$ cat config.mk
export PLATFORM = sky130hd
export DESIGN_NAME = pipe_stage_skid
export DESIGN_NICKNAME = d
export VERILOG_FILES = /design/src/rtl/pipe_stage_skid.sv
export SDC_FILE = /design/constraint.sdc
export NUM_CORES = 1
export LEC_CHECK = 0
export ABC_AREA = 1
export BUFFER_PORTS_ARGS = -buffer_cell sky130_fd_sc_hd__buf_2
export CAP_MARGIN = 20
export CORE_ASPECT_RATIO = 0.75
export CORE_MARGIN = 2
export CORE_UTILIZATION = 50
export CTS_CLUSTER_DIAMETER = 50
export DETAILED_ROUTE_END_ITERATION = 8
export PLACE_DENSITY = 0.71
export SLEW_MARGIN = 20
export SYNTH_ARGS = -nofsm -noshare
export SYNTH_HDL_FRONTEND = slang
export SYNTH_SLANG_ARGS = --single-unit
$ cat constraint.sdc
create_clock -name clk -period 4.6 [get_ports clk]
set_clock_uncertainty 0.1 [all_clocks]
set_input_delay 0.46 -clock clk [delete_from_list [all_inputs] [get_ports clk]]
set_output_delay 0.46 -clock clk [all_outputs]
set_load 0.01 [all_outputs]
$ cat src/rtl/pipe_stage_skid.sv
// pipe_stage_skid: valid/ready pipeline stage register with a 2-entry skid
// buffer. It carries a control field and a data field. in_ready comes
// straight from a flop. flush kills every held entry and forces the
// control field back to its bubble value.
//
// Optional feature macro: PIPE_STAGE_STATS_EN adds the stall_cnt port.
//
// Ports:
//   clk        rising-edge clock
//   reset      asynchronous active-low reset
//   flush      synchronous kill of all held entries
//   in_valid   upstream entry present
//   in_ready   stage can accept this cycle (registered)
//   in_ctrl    upstream control field
//   in_data    upstream data field
//   out_valid  entry presented downstream
//   out_ready  downstream accepts this cycle
//   out_ctrl   control field; CTRL_BUBBLE when out_valid=0
//   out_data   data field
//   stall_cnt  saturating backpressure counter (PIPE_STAGE_STATS_EN only)
module pipe_stage_skid #(
  parameter int unsigned         CTRL_W      = 4,
  parameter int unsigned         DATA_W      = 133,
  parameter logic [CTRL_W-1:0]   CTRL_BUBBLE = '0
) (
  input  logic              clk,
  input  logic              reset,
  input  logic              flush,
  input  logic              in_valid,
  output logic              in_ready,
  input  logic [CTRL_W-1:0] in_ctrl,
  input  logic [DATA_W-1:0] in_data,
  output logic              out_valid,
  input  logic              out_ready,
  output logic [CTRL_W-1:0] out_ctrl,
  output logic [DATA_W-1:0] out_data
`ifdef PIPE_STAGE_STATS_EN
  ,
  output logic [15:0]       stall_cnt
`endif
);

  typedef enum logic [1:0] {
    S_EMPTY = 2'd0,
    S_FULL  = 2'd1,
    S_SKID  = 2'd2
  } state_e;

  state_e              state_q, state_d;
  logic                in_ready_q, in_ready_d;
  logic [CTRL_W-1:0]   main_ctrl_q, main_ctrl_d;
  logic [DATA_W-1:0]   main_data_q, main_data_d;
  logic [CTRL_W-1:0]   skid_ctrl_q, skid_ctrl_d;
  logic [DATA_W-1:0]   skid_data_q, skid_data_d;

  logic in_xfer;
  logic out_xfer;

  assign out_valid = (state_q != S_EMPTY);
  assign in_xfer   = in_valid & in_ready_q;
  assign out_xfer  = out_valid & out_ready;

  // State register
  always_ff @(posedge clk or negedge reset) begin
    if (!reset) begin
      state_q    <= S_EMPTY;
      in_ready_q <= 1'b1;
    end else begin
      state_q    <= state_d;
      in_ready_q <= in_ready_d;
    end
  end

  // Next-state logic; flush overrides every transfer
  always_comb begin
    state_d = state_q;
    unique case (state_q)
      S_EMPTY: if (in_xfer) state_d = S_FULL;
      S_FULL: begin
        if (out_xfer && !in_xfer)      state_d = S_EMPTY;
        else if (!out_xfer && in_xfer) state_d = S_SKID;
      end
      S_SKID:  if (out_xfer) state_d = S_FULL;
      default: state_d = S_EMPTY;
    endcase
    if (flush) state_d = S_EMPTY;
    // Registered ready: accept next cycle unless both slots will be full
    in_ready_d = (state_d != S_SKID);
  end

  // Datapath load decode
  always_comb begin
    main_ctrl_d = main_ctrl_q;
    main_data_d = main_data_q;
    skid_ctrl_d = skid_ctrl_q;
    skid_data_d = skid_data_q;
    if (flush) begin
      // Data is deliberately left untouched; only control drops to bubble
      main_ctrl_d = CTRL_BUBBLE;
    end else begin
      unique case (state_q)
        S_EMPTY: begin
          if (in_xfer) begin
            main_ctrl_d = in_ctrl;
            main_data_d = in_data;
          end
        end
        S_FULL: begin
          if (in_xfer && out_xfer) begin
            main_ctrl_d = in_ctrl;
            main_data_d = in_data;
          end else if (in_xfer) begin
            skid_ctrl_d = in_ctrl;
            skid_data_d = in_data;
          end
        end
        S_SKID: begin
          if (out_xfer) begin
            main_ctrl_d = skid_ctrl_q;
            main_data_d = skid_data_q;
          end
        end
        default: ;
      endcase
    end
  end

  always_ff @(posedge clk or negedge reset) begin
    if (!reset) begin
      main_ctrl_q <= CTRL_BUBBLE;
      main_data_q <= '0;
      skid_ctrl_q <= CTRL_BUBBLE;
      skid_data_q <= '0;
    end else begin
      main_ctrl_q <= main_ctrl_d;
      main_data_q <= main_data_d;
      skid_ctrl_q <= skid_ctrl_d;
      skid_data_q <= skid_data_d;
    end
  end

  // Output logic
  always_comb begin
    in_ready = in_ready_q;
    out_ctrl = out_valid ? main_ctrl_q : CTRL_BUBBLE;
    out_data = main_data_q;
  end

`ifdef PIPE_STAGE_STATS_EN
  logic [15:0] stall_q, stall_d;

  always_comb begin
    stall_d = stall_q;
    if (out_valid && !out_ready && (stall_q != '1)) stall_d = stall_q + 16'd1;
  end

  always_ff @(posedge clk or negedge reset) begin
    if (!reset) stall_q <= '0;
    else        stall_q <= stall_d;
  end

  assign stall_cnt = stall_q;
`endif

endmodule

Word-level counts from Yosys, hierarchy flattened
Index checks and enable logic that the tools add are counted.

Bitwise operators: 4. Equal/unequal tests: 9. Mux-type cells: 16. Reductions and logical operators: 12.

Operators by type and width (number): 133-bit 2-to-1 mux (3); 133-bit case mux with 3 select lines (1); 4-bit 2-to-1 mux (5); 4-bit case mux with 3 select lines (1); 2-bit 2-to-1 mux (5); 3-bit inequality test (second input constant) (3); 2-bit inequality test (second input constant) (4); 4-bit AND reduction (2); 2-bit case mux with 3 select lines (1); 5-bit AND reduction (1); 4-bit nonzero test (1); 1-bit logical AND (3); 3-bit nonzero test (1); 1-bit AND (2); 2-bit by 1-bit equality test with 1-bit output (second input constant) (1); 2-bit equality test (second input constant) (1); 1-bit zero test (2); 2-bit zero test (1); 1-bit inverter (2); 2-bit nonzero test (1).

Bits of input ports: 142. Register bits: 277. Logic and storage cells: 47. Output and inout bits: 139.

Longest topological paths before layout
Gate-level depths: netlist of the first run.

Word-level depth: 9. Mapped depth: 8. Depth with buffers taken out: 6.

Worst setup path after synthesis of the first run
No wires, ideal clock.

Kind: reg2reg. Start point: register in_ready_q, in the netlist in_ready. End point: register skid_data_q[100]. Required time: 4.383 ns. Path slack: 2.938 ns. Cell stages (with the launch flop): 8. Data arrival time: 1.445 ns. Path through: dfstp_2 -> nand2_1 -> nor3_1 -> nand2_1 -> clkbuf_1 -> clkbuf_1 -> nand2_1 -> nand2_1.

Cells in the longest elaborated chain, start to end: 4.

Ends and longest elaborated chain: from (decl) (line 50) `logic in_ready_q, in_ready_d;`; from (signal assigned) (line 70) `in_ready_q <= in_ready_d;`; 1-bit AND * (line 60) `assign in_xfer = in_valid & in_ready_q;`; 1-bit logical AND (line 109) `if (in_xfer && out_xfer) begin`; 1-bit inverter (no line); 4-bit AND reduction (no line) *; to (signal assigned) (line 138) `skid_data_q <= skid_data_d;`; to (decl) (line 54) `logic [DATA_W-1:0] skid_data_q, skid_data_d;`.

Mark *: on every way between the ends. The rest lies on a longest branch, timed or not. A chain may end at the register's enable or synchronous reset.

Final worst setup path of the first run
Start point: register state_q[0]. End point: register main_data_q[10], in the netlist out_data[10].

Cells in the longest elaborated chain, start to end: 5.

Ends and longest elaborated chain: from (decl) (line 49) `state_e state_q, state_d;`; from (signal assigned) (line 69) `state_q <= state_d;`; 2-bit nonzero test (line 59) `assign out_valid = (state_q != S_EMPTY);`; 1-bit AND (line 61) `assign out_xfer = out_valid & out_ready;`; 1-bit logical AND (line 109); 2-bit inequality test (no line); 5-bit AND reduction (no line); to (signal assigned) (line 136) `main_data_q <= main_data_d;`; to (decl) (line 52) `logic [DATA_W-1:0] main_data_q, main_data_d;`.

Several ways; a longest one is shown, not always the timed one.

==> metrics.md, run 1 <==
| Metric | Value |
|---|---|
| Outcome | complete, no violations |
| Worst relative slew slack | between 20% and 30% |
| Filler Cells Inserted | approximately 2,300 |
| Antenna Nets Post-Route | 0 |
| RSZ-0062 raised after global routing | false |
| CP Data Required Time | between 4 and 5 ns |
| IO Count | roughly 280 |
| Num Clock Sinks | 277 |
| Routability cong. | 0.804 |
| Initial core utilization | 50.5% |
| Net count after synthesis | around 1,800 |
| Critical path type | reg -> reg |
| Final worst slack | around 1.2 ns |
| Reg clk slew, reported paths | 0.07 ns |
| Hpwl dp | between 20,000 and 25,000 um |
| Synth cell types | 15 |
| Sequential share of the synthesized area | between 50% and 60% |
| Core area | about 26,000 um^2 |
| Fmax | a little under 300 MHz |
| DR DRC count | 0 |
| Worst min path class | in -> reg |
| Final-stage net count | 2,009 |
| CTS tree | built |
| Slowest-stage cell, CP | nand2_4 |
| Clock Latency Late Sink | ~0.53 ns |
| Max-slew violation count | 0 |
| Yosys reg bits | 277 |
| First-pass GRT wire length | approximately 62,000 um |
| Routed vias | between 10,000 and 15,000 |
| Final WL | between 30,000 and 40,000 um |
| Share of cells above drive strength 1 | a little under a fifth |
| Peak VDD IR | 0.300 mV |
| Synth Cell Area | about 13,000 um^2 |
| Post-route cell area | about 15,000 um^2 |
| Element type at the critical path end | flip-flop |
| Setup TNS | 0 ns |
| Final setup violation count | 0 |
| Final hold violation count | 0 |
| DIE WIDTH | 190 um |
| Slowest stage delay, CP | approximately 0.56 ns |
| Die area | 27,300 um^2 |
| Final worst path period need | 3.41 ns |
| Avg WL per Cell | 17.2 um |
| Final worst-path cycle share | 74.2% |
| Worst-margin pin slew | approximately 1.1 ns |
| Dpl ws | ~1.3 ns |
| Crit path cell chain | inv_4, nand2_4, nand2_4, nand3_4, buf_12, nand2_1, nand2_1 |
| Setup Buffers After CTS | 0 |
| H-tree Lvls | 1 |
| Power Density | between 400 and 500 nW/um^2 |
| Area Growth Syn to Fin | 19.0% |
| Post-CTS Resized | 0 |
| Buf/Inv on CP | 2 |
| Ys Warns | 0 |
| Syn Area/Cell | ~7.7 um^2 |
| Largest fanout on the critical path | 91 |
| Critical Path AT | approximately 3.7 ns |
| Row count | 51 |
| PortBufs | 280 |
| Largest net degree at the start of global routing | 111 |
| Num CTS Buffers | 29 |
| CP delay by family, top | simple AND/OR/NAND/NOR gates |
| GRT Total Usage | around 28% |
| TritonRoute pass-1 iters | 5 |
| Clk Tree Root Cell | clkbuf_16 |
| DIE HEIGHT | approximately 140 um |
| Leakage Power | 0.00876 uW |
| Cells after Synth | about 1,700 |
| Via/cell ratio | 5.54 |
| Vias in the first global route | about 11,000 |
| Grt ovf | 0 |
| Cell area after placement | 14,400 um^2 |
| Initial antenna violation count | 11 |
| DRT iter0 DRCs | approximately 1,300 |
| Maximum clock path buffer count | 3 |
| Max_cap viols | 0 |
| Total power | 6950 uW |
| Critical Path Source Type | flip-flop |
[sequential cells by signal (all words and copies together), names as in the netlist]
register,cells
state_q,2
main_ctrl_q,4
skid_ctrl_q,4
out_data,133
in_ready,1
skid_data_q,133
[worst min-delay path, stage by stage]
cell,delay (ns)
buf_2,0.09
nand3_1,0.06
nand2_1,0.06
[power by group]
group / internal [uW] / switching, uW / total (uW)
logic: 470 / 815 / 1290
registers: 2970 / 301 / 3270
clock network: 1430 / 955 / 2390
total: 4880 / 2070 / 6950
[worst paths after layout]
kind                                                      to  cells after the start  slack (ns)                         from
worst max-delay path                out_data[10]$_DFFE_PN0P_                      7        1.19         state_q[0]$_DFF_PN0_
worst min-delay path             skid_data_q[39]$_DFFE_PN0P_                      3        0.07                  in_data[39]
worst max register to register      out_data[10]$_DFFE_PN0P_                      7        1.19         state_q[0]$_DFF_PN0_
worst min register to register   skid_data_q[52]$_DFFE_PN0P_                      2        0.37  skid_data_q[52]$_DFFE_PN0P_
max in group asynchronous           out_data[78]$_DFFE_PN0P_                      3        2.80                        reset
min in group asynchronous       skid_data_q[106]$_DFFE_PN0P_                      2        0.48                        reset
[layout by cell type (no fill, tap or decap), drive strengths merged]
cell type	netlist	final
diode	0	9
o21ai	1	1
dlygate4sd3	0	1
nand4	138	138
nor2	5	5
buf	45	296
inv	11	11
clkinvlp	0	1
nor3	1	1
clkinv	0	3
dfrtp	276	276
nand3	280	280
nand2	825	825
clkbuf	104	44
a21oi	1	1
dfstp	1	1
bufinv	0	2
[stage by stage]
step           utilization, %  hold WS [ns]  instances
6_report                 60.1        0.0685       2239
3_5_place_dp             56.1         0.359       2179
5_1_grt                  60.0        0.0630       2231
4_1_cts                  60.0        0.0544       2230
3_3_place_gp             56.1         0.353       2179
2_1_floorplan               -        0.0644       1688
[what timing repair did]
action / 4_1_cts / 5_1_grt
hold buffers: 1 / 0
endpoints found under the setup margin: 0 / 0
hold endpoints to repair: 106 / 0
[layer usage]
metal	global-route usage [%]	wire, um	vias up
met5	0	35	-
met4	6.28	750	6
met3	6.45	3360	57
met2	42.1	17000	501
met1	41.2	17400	5942
li1	-	-	5895
[cells in the mapped netlist, drive strengths merged]
master | number | share of area, %
a21oi | 1 | 0.039
buf | 45 | 1.6
clkbuf | 104 | 3.0
dfrtp | 276 | 53
dfstp | 1 | 0.20
inv | 11 | 0.32
nand2 | 825 | 24
nand3 | 280 | 11
nand4 | 138 | 6.7
nor2 | 5 | 0.14
nor3 | 1 | 0.039
o21ai | 1 | 0.039
[area by class of cell]
cell class | instances | area (um^2) | share of cell area [%]
Multi-Input combinational cell | 1251 | 5450 | 35.3
Sequential cell | 277 | 6940 | 44.9
Inverter | 11 | 46.3 | 0.300
Antenna cell | 9 | 22.5 | 0.146
Clock buffer | 44 | 892 | 5.78
Tap cell | 344 | 430 | 2.79
Clock inverter | 6 | 82.6 | 0.535
Timing Repair Buffer | 297 | 1580 | 10.2
[logic make-up (layout without fill, tap and decap cells)]
| family | Yosys count | after routing | share of synthesized area [%] |
|---|---|---|---|
| other | 0 | 9 | 0 |
| buffers and inverters | 160 | 358 | 4.98 |
| flip-flops | 277 | 277 | 53.4 |
| AO/OA/AOI/OAI | 2 | 2 | 0.0771 |
| AND/OR/NAND/NOR | 1249 | 1249 | 41.5 |
No activity file was read; power rests on OpenSTA's default activity.
==> run 2, diff against run 1 <==
Clock period 4.6 ns to 3.5 ns, I/O delays scaled along.
==> run 2 against run 1 <==
  * Clock-buffer cell count did not move
  * Flip-flop and latch count did not move
  * Total power rose by 39%
  * Combinational power rose by 43%
  * Worst setup slack got worse by 0.41 ns
  * Critical path depth fell by 1
  * Register-to-register slack got worse by 0.41 ns
  * Critical path type unchanged
  * Critical endpoint is now out_data[126]$_DFFE_PN0P_
  * Largest power group unchanged
==> metrics.md, run 2 (synthesis gave the netlist of run 1 again) <==
| Metric | Value |
|---|---|
| Outcome | complete, no violations |
| Row count | 51 |
| Grt ovf | 0 |
| Largest fanout on the critical path | 63 |
| Element type at the critical path end | flip-flop |
| Filler Cells Inserted | 2,123 |
| Routed vias | 13,300 |
| DR DRC count | 0 |
| Critical path type | reg -> reg |
| Initial antenna violation count | 6 |
| RSZ-0062 raised after global routing | false |
| Peak VDD IR | 0.515 mV |
| Commonest cells after routing, fill and taps aside | nand2_1, nand3_1, buf_2, dfrtp_1, dlygate4sd3_1 |
| Routability cong. | ~0.81 |
| Initial core utilization | 50.5% |
| Hpwl dp | around 23,000 um |
| H-tree Lvls | 1 |
| DIE WIDTH | 190 um |
| Register Area | ~7000 um^2 |
| Total power | a little under 10,000 uW |
| Final-stage net count | 2,154 |
| Setup TNS | 0 ns |
| Core area | roughly 26,000 um^2 |
| CTS tree | built |
| Max-slew violation count | 0 |
| Share of cells above drive strength 1 | a little under a fifth |
| Reg clk slew, reported paths | around 0.06 ns |
| Post-CTS Resized | 0 |
| GRT Total Usage | between 20 and 30% |
| Worst min path class | in -> reg |
| Clock Latency Late Sink | approximately 0.55 ns |
| Final WL | a little over 40,000 um |
| Clk Tree Root Cell | clkbuf_16 |
| Worst relative slew slack | a little over two fifths |
| Critical Path AT | 3.05 ns |
| Critical Path Source Type | flip-flop |
| Leakage Power | 0.00944 uW |
| Worst-margin pin slew | roughly 0.86 ns |
| Die area | approximately 27,000 um^2 |
| Leading cell type in the layout, fill and taps excluded | nand2_1 |
| Area of the multi-input gates | roughly 5500 um^2 |
| Area Growth Syn to Fin | 31.2% |
| Largest net degree at the start of global routing | roughly 140 |
| Power Density | ~570 nW/um^2 |
| Final setup violation count | 0 |
| Reg2reg setup slack | approximately 0.78 ns |
| Num CTS Buffers | 30 |
| DRT iter0 DRCs | roughly 1,400 |
| First-pass GRT wire length | approximately 66,000 um |
| Final worst path period need | approximately 2.7 ns |
| PortBufs | between 200 and 300 |
| Post-layout util | ~66% |
| Final hold violation count | 0 |
| DIE HEIGHT | about 140 um |
| TritonRoute pass-1 iters | 5 |
| IO Count | about 280 |
| Vias in the first global route | 12,600 |
| Maximum clock path buffer count | 3 |
| Final worst slack | 0.777 ns |
| Num Clock Sinks | roughly 280 |
| Via/cell ratio | ~5.6 |
| Avg WL per Cell | between 15 and 20 um |
| Final worst-path cycle share | between 70% and 80% |
| Max_cap viols | 0 |
| CP Data Required Time | between 3 and 4 ns |
| Fmax | approximately 370 MHz |
| Dpl ws | slightly above 0.8 ns |
| Antenna Nets Post-Route | 0 |
[run 2: cell types whose count changed in the layout (fill, tap and decap cells not counted), moves of 2 or more]
cell | before | now
bufinv_16 | 2 | 4
clkbuf_16 | 29 | 31
buf_12 | 3 | 6
diode_2 | 9 | 6
dlygate4sd3_1 | 1 | 139
buf_4 | 12 | 16
[run 2: area by class of cell]
class | count | share of cell area [%]
Timing Repair Buffer | 441 | 17.9
Sequential cell | 277 | 40.8
Inverter | 11 | 0.272
Clock inverter | 12 | 1.01
Antenna cell | 6 | 0.0882
Clock buffer | 44 | 5.43
Tap cell | 344 | 2.53
Multi-Input combinational cell | 1251 | 32.0
[run 2: worst paths after layout]
check | start | endpoint | cells past startpoint
worst max register to register | state_q[1]$_DFF_PN0_ | out_data[126]$_DFFE_PN0P_ | 6
worst min-delay path | in_valid | state_q[0]$_DFF_PN0_ | 4
worst max-delay path | state_q[1]$_DFF_PN0_ | out_data[126]$_DFFE_PN0P_ | 6
max in group asynchronous | reset | skid_data_q[128]$_DFFE_PN0P_ | 3
worst min register to register | skid_data_q[101]$_DFFE_PN0P_ | skid_data_q[101]$_DFFE_PN0P_ | 2
min in group asynchronous | reset | out_data[110]$_DFFE_PN0P_ | 2
[run 2: critical path, stage by stage (launching register included)]
cell and delay (ns):
dfrtp_4 0.73, nand2_4 0.27, nand2_4 0.40, nand3_4 0.49, buf_12 0.39, nand2_1 0.11
nand2_1 0.09
[run 2: where the power goes]
part	leakage (uW)	switching, uW	internal [uW]
clock	0.000539	1350	2120
combinational	0.00542	1120	729
sequential	0.00348	415	3910
total	0.00944	2900	6760
[run 2: layer usage]
metal | vias to the layer above | routed length (um) | GRT usage [%]
met5 | - | 0 | 0
met4 | 0 | 1050 | 8.81
met3 | 80 | 3820 | 5.40
met2 | 665 | 18500 | 45.0
met1 | 6388 | 18100 | 44.1
li1 | 6179 | - | -
[run 2: what timing repair did]
item | CTS | global route
hold buffers | 139 | 0
endpoints found under the hold margin | 211 | 0
endpoints found under the setup margin | 0 | 0
setup buffers | 0 | 0
[run 2: metrics by stage]
| step | instances | hold WS (ns) | cell area [um^2] |
|---|---|---|---|
| finish | 2386 | 0.0560 | 17000 |
| global route | 2385 | 0.0710 | 17000 |
| CTS | 2380 | 0.0379 | 17000 |
| detailed placement | 2185 | 0.283 | 14500 |
| global placement | 2185 | 0.281 | 14500 |
| floorplan | 1688 | -0.0456 | 13000 |
